`src/rtl/nap_countdown.sv`:
```
// Nap-timer countdown: accumulates BCD time increments, counts down once per second, latches an alarm at 0:00.
// Optional feature: define NAP_SNOOZE_EN so completeSetting in ALARM reloads 1:00 and resumes RUN.
module nap_countdown #(
  parameter int TICKS_PER_SEC = 1000
) (
  input  logic       clock,
  input  logic       reset,
  input  logic [3:0] one_sec,
  input  logic [3:0] ten_sec,
  input  logic [3:0] one_min,
  input  logic       completeSetting,
  input  logic       stop,
  output logic [3:0] disp_sec1,
  output logic [3:0] disp_sec10,
  output logic [3:0] disp_min,
  output logic       running,
  output logic       alarm
);

  localparam int PW = (TICKS_PER_SEC > 2) ? $clog2(TICKS_PER_SEC) : 1;
  localparam logic [PW-1:0] PRESC_MAX = PW'(TICKS_PER_SEC - 1);
  localparam logic [10:0]   MAX_SEC   = 11'd599;

  typedef enum logic [1:0] {
    ST_SETTING = 2'd0,
    ST_RUN     = 2'd1,
    ST_ALARM   = 2'd2
  } state_t;

  state_t        state_r, state_s;
  logic [3:0]    sec1_r, sec10_r, min_r;
  logic [3:0]    sec1_s, sec10_s, min_s;
  logic [PW-1:0] presc_r, presc_s;
  logic          running_r, alarm_r;
  logic [10:0]   sum_s, sat_s;
  logic          nonzero_s, last_s;

  function automatic logic [3:0] digit_clean(input logic [3:0] d);
    return (d > 4'd9) ? 4'd0 : d;
  endfunction

  function automatic logic [10:0] to_seconds(input logic [3:0] m, input logic [3:0] t, input logic [3:0] o);
    return (11'(m) * 11'd60) + (11'(t) * 11'd10) + 11'(o);
  endfunction

  // Returns {minutes, seconds-tens, seconds-ones}; argument is at most 599.
  function automatic logic [11:0] from_seconds(input logic [10:0] s);
    logic [10:0] rem;
    rem = s % 11'd60;
    return {4'(s / 11'd60), 4'(rem / 11'd10), 4'(rem % 11'd10)};
  endfunction

  assign sum_s     = to_seconds(min_r, sec10_r, sec1_r)
                   + to_seconds(digit_clean(one_min), digit_clean(ten_sec), digit_clean(one_sec));
  assign sat_s     = (sum_s > MAX_SEC) ? MAX_SEC : sum_s;
  assign nonzero_s = |{min_r, sec10_r, sec1_r};
  assign last_s    = (min_r == 4'd0) && (sec10_r == 4'd0) && (sec1_r == 4'd1);

  // Next-state, next-display and prescaler logic.
  always_comb begin
    state_s = state_r;
    sec1_s  = sec1_r;
    sec10_s = sec10_r;
    min_s   = min_r;
    presc_s = presc_r;
    case (state_r)
      ST_SETTING: begin
        if (stop) begin
          {min_s, sec10_s, sec1_s} = 12'd0;
        end else if (completeSetting && nonzero_s) begin
          state_s = ST_RUN;
          presc_s = '0;
        end else begin
          {min_s, sec10_s, sec1_s} = from_seconds(sat_s);
        end
      end
      ST_RUN: begin
        if (stop) begin
          state_s = ST_SETTING;
          presc_s = '0;
          {min_s, sec10_s, sec1_s} = 12'd0;
        end else if (presc_r == PRESC_MAX) begin
          presc_s = '0;
          if (last_s) begin
            state_s = ST_ALARM;
          end else begin
            state_s = ST_RUN;
          end
          // BCD borrow chain: ones, then tens (reload 5), then minutes.
          if (sec1_r != 4'd0) begin
            sec1_s = sec1_r - 4'd1;
          end else if (sec10_r != 4'd0) begin
            sec1_s  = 4'd9;
            sec10_s = sec10_r - 4'd1;
          end else begin
            sec1_s  = 4'd9;
            sec10_s = 4'd5;
            min_s   = min_r - 4'd1;
          end
        end else begin
          presc_s = presc_r + PW'(1);
        end
      end
      ST_ALARM: begin
        if (stop) begin
          state_s = ST_SETTING;
          {min_s, sec10_s, sec1_s} = 12'd0;
        end else if (completeSetting) begin
`ifdef NAP_SNOOZE_EN
          state_s = ST_RUN;
          presc_s = '0;
          {min_s, sec10_s, sec1_s} = {4'd1, 4'd0, 4'd0};
`else
          state_s = ST_SETTING;
          {min_s, sec10_s, sec1_s} = 12'd0;
`endif
        end else begin
          state_s = ST_ALARM;
        end
      end
      default: begin
        state_s = ST_SETTING;
        presc_s = '0;
        {min_s, sec10_s, sec1_s} = 12'd0;
      end
    endcase
  end

  // State, display, prescaler and status flag registers.
  always_ff @(posedge clock) begin
    if (reset) begin
      state_r   <= ST_SETTING;
      sec1_r    <= 4'd0;
      sec10_r   <= 4'd0;
      min_r     <= 4'd0;
      presc_r   <= '0;
      running_r <= 1'b0;
      alarm_r   <= 1'b0;
    end else begin
      state_r   <= state_s;
      sec1_r    <= sec1_s;
      sec10_r   <= sec10_s;
      min_r     <= min_s;
      presc_r   <= presc_s;
      running_r <= (state_s == ST_RUN);
      alarm_r   <= (state_s == ST_ALARM);
    end
  end

  assign disp_sec1  = sec1_r;
  assign disp_sec10 = sec10_r;
  assign disp_min   = min_r;
  assign running    = running_r;
  assign alarm      = alarm_r;

endmodule

```
`config.mk`:
```
export PLATFORM = sky130hd
export DESIGN_NAME = nap_countdown
export DESIGN_NICKNAME = d
export VERILOG_FILES = /design/src/rtl/nap_countdown.sv
export SDC_FILE = /design/constraint.sdc
export NUM_CORES = 1
export LEC_CHECK = 0
export CORE_ASPECT_RATIO = 0.5
export CORE_MARGIN = 10
export CORE_UTILIZATION = 51
export DETAILED_ROUTE_END_ITERATION = 12
export DONT_BUFFER_PORTS = 1
export PLACE_DENSITY = 0.67
export SYNTH_ARGS = -nofsm -noshare
export SYNTH_HDL_FRONTEND = slang
export SYNTH_SLANG_ARGS = --single-unit
```
`constraint.sdc`:
```
create_clock -name clock -period 12.14 [get_ports clock]
set_input_delay 1.821 -clock clock [delete_from_list [all_inputs] [get_ports clock]]
set_output_delay 1.821 -clock clock [all_outputs]
set_load 0.05 [all_outputs]
```
==> qor.txt <==
placed insts - 649
syn avg cell area - 8.28 um2
Gate Count Post-Synth - 547
Synthesized Nets - 650
number of I/O pins - 30
Resized cells post-CTS - 0
DRC - 0
busiest grt layer - met2
fin area - 4660 um2
ANT cells - 0
Post-CTS Setup Bufs - 0
Initial Util - 52.2%
startpoint types - input port
CTS tree - built
routability cong. - 0.881
min-delay worst type - reg -> reg
Skew-Pair Late Insertion Delay - 0.26 ns
vias per std cell - 5.80
critical path class - in -> reg
first-pass detailed-route iteration total - 4
die height - 86.6 um
final WL - 10,200 um
placed inst area - 4580 um2
Post-CTS Hold Buffers - 0
DR vias - 3,784
endpoint class of the critical path - flop
RSZ-0062 raised after global routing - no
MaxCap Viol Count - 0
CP dominant cell by count - ha_1
vias in the first global route - 3,532
Layout Nets - 640
gr usage total - 15.0%
Worst Path Arrival - 11.12 ns
crit share post-route - 90.1%
clock-pin slew on the worst setup and hold paths - 0.06 ns
met1 GRT Util - 21.0%
Sinks on Clock Net - 26
final-report hold violation count - 0
Setup TNS - 0 ns
die span in x - 153 um
Async SR Flop Fraction - 0%
Clock Skews - 0.00280 ns
Synth Flop Type - dfxtp_1
Max clock buf depth - 2
status - completed
FILL cells - 855
CP max FO - 9
CP peak stage delay - 0.60 ns
initial drt markers - 233
largest net degree at the start of global routing - 22
H-tree Lvls - 1
Final Setup Violations - 0
Slowest-stage cell, CP - a2111oi_0
share of layout cells above drive strength 1 - 6.54%
met2 global-route usage - 24.4%
wire length per cell - 15.6 um
cell area after synthesis - 4530 um2
relative slew slack - 44.3%
# rows - 24
Core Footprint - 8680 um2
Tightest Pin Transition - 0.834 ns
# port buffers - 0
first-pass GRT wire length - 17,200 um
met3 Use GR - 2.03%
Non-Filler Instances - 652
Tmin final - 10.94 ns
root buf cell - clkbuf_16
Max Fclk - 91.4 MHz
post-synthesis sequential area ratio - 11.5%
total CTS buffers - 3
gr ovfl total - 0
DRT antenna net count - 0
placed wire-length estimate - 8470 um
Cell variety after synth - 86
Reg2Reg Setup Slack - 2.12 ns
initial antenna violation count - 0
Final Slew Violations - 0
number of synthesized register bits - 26
CP required - 12.31 ns
number of synthesis warnings - 0
die area - 13,300 um2
Layout area overhead - 2.93%
Post-synth EDFFs - 0
-- through the flow --
step | worst slack [ns] | hold WS [ns] | utilization, %
global placement | 1.32 | 0.490 | 52.8
finish | 1.20 | 0.509 | 53.7
global route | 0.435 | 0.556 | 53.7
detailed placement | 0.956 | 0.501 | 52.8
CTS | 1.21 | 0.511 | 53.7
floorplan | 1.86 | 0.471 | -
-- cell type report --
class	count	area [um2]	share of cell area [%]
inverters	58	218	4.67
well taps	117	146	3.14
clock buffers	3	75.1	1.61
flip-flops and latches	26	520	11.2
multi-input cells	448	3700	79.4
-- metal layers --
metal,part of all wire [%],vias to the layer above
met4,0.95,0
met1,50,1786
li1,-,1924
met5,0,-
met3,4.5,10
met2,45,64
-- cells in the mapped netlist (4+ instances only) --
cell type | number | area share, %
fa_1 | 32 | 14
nor3_1 | 6 | 0.66
a21boi_0 | 5 | 0.83
or2_2 | 8 | 1.1
ha_1 | 55 | 15
o21ai_1 | 4 | 0.44
buf_2 | 4 | 0.44
nor3b_1 | 5 | 0.83
clkbuf_1 | 6 | 0.50
and2_1 | 12 | 1.7
inv_1 | 57 | 4.7
nor4_1 | 4 | 0.55
dfxtp_1 | 26 | 11
xnor2_1 | 12 | 2.3
nor2b_1 | 9 | 1.2
and3_1 | 7 | 0.97
o211ai_1 | 7 | 1.2
nand3_1 | 10 | 1.1
nor2_1 | 45 | 3.7
a21o_1 | 9 | 1.5
and4_1 | 5 | 0.97
or3_1 | 9 | 1.2
a21oi_1 | 35 | 3.9
o21a_1 | 5 | 0.83
nand2_1 | 32 | 2.7
a211oi_1 | 7 | 1.2
xor2_1 | 10 | 1.9
nand2b_1 | 10 | 1.4
o21ai_0 | 24 | 2.7
-- worst max-delay path, delay by kind of cell --
| family | cells | cell delay, ns |
|---|---|---|
| AOI/OAI and AO/OA | 11 | 2.63 |
| xor gates and xnor gates | 2 | 0.25 |
| adders and majority gates | 9 | 3.46 |
| and+or+nand+nor | 12 | 2.94 |
-- layout by cell type (no fill, tap or decap), types with 8 or more instances in the layout --
master	n
inv_1	57
ha_1	55
nor2_1	45
a21oi_1	35
nand2_1	32
fa_1	32
dfxtp_1	26
o21ai_0	24
and2_1	12
xnor2_1	12
nand2b_1	10
xor2_1	10
nand3_1	10
a21o_1	9
or3_1	9
nor2b_1	9
or2_2	8
-- cell families after synthesis --
logic type	share of synthesized area, %
simple gates	22.9
compound gates	24.1
fa+ha+maj	29.6
buf+inv	6.77
flops	11.5
xor+xnor	4.26
mux	0.912
-- path summary, 6_finish.rpt --
| kind | from | to | depth (start not counted) |
|---|---|---|---|
| setup / recovery | one_min[1] | disp_sec1[2]$_SDFFE_PP0P_ | 34 |
| setup reg to reg | disp_min[2]$_SDFFE_PP0P_ | disp_sec1[2]$_SDFFE_PP0P_ | 33 |
| hold reg to reg | presc_r[7]$_SDFFE_PP0P_ | presc_r[7]$_SDFFE_PP0P_ | 2 |
| hold / removal | presc_r[7]$_SDFFE_PP0P_ | presc_r[7]$_SDFFE_PP0P_ | 2 |
-- sequential cells by signal (all words and copies together), names as in the netlist --
signal,flops
presc_r,10
disp_min,4
alarm,1
disp_sec10,4
running,1
disp_sec1,4
state_r,2
Power is left out: the tool's default activity adds up to more than one toggle a clock period on the data nets, which glitch-free logic cannot reach.
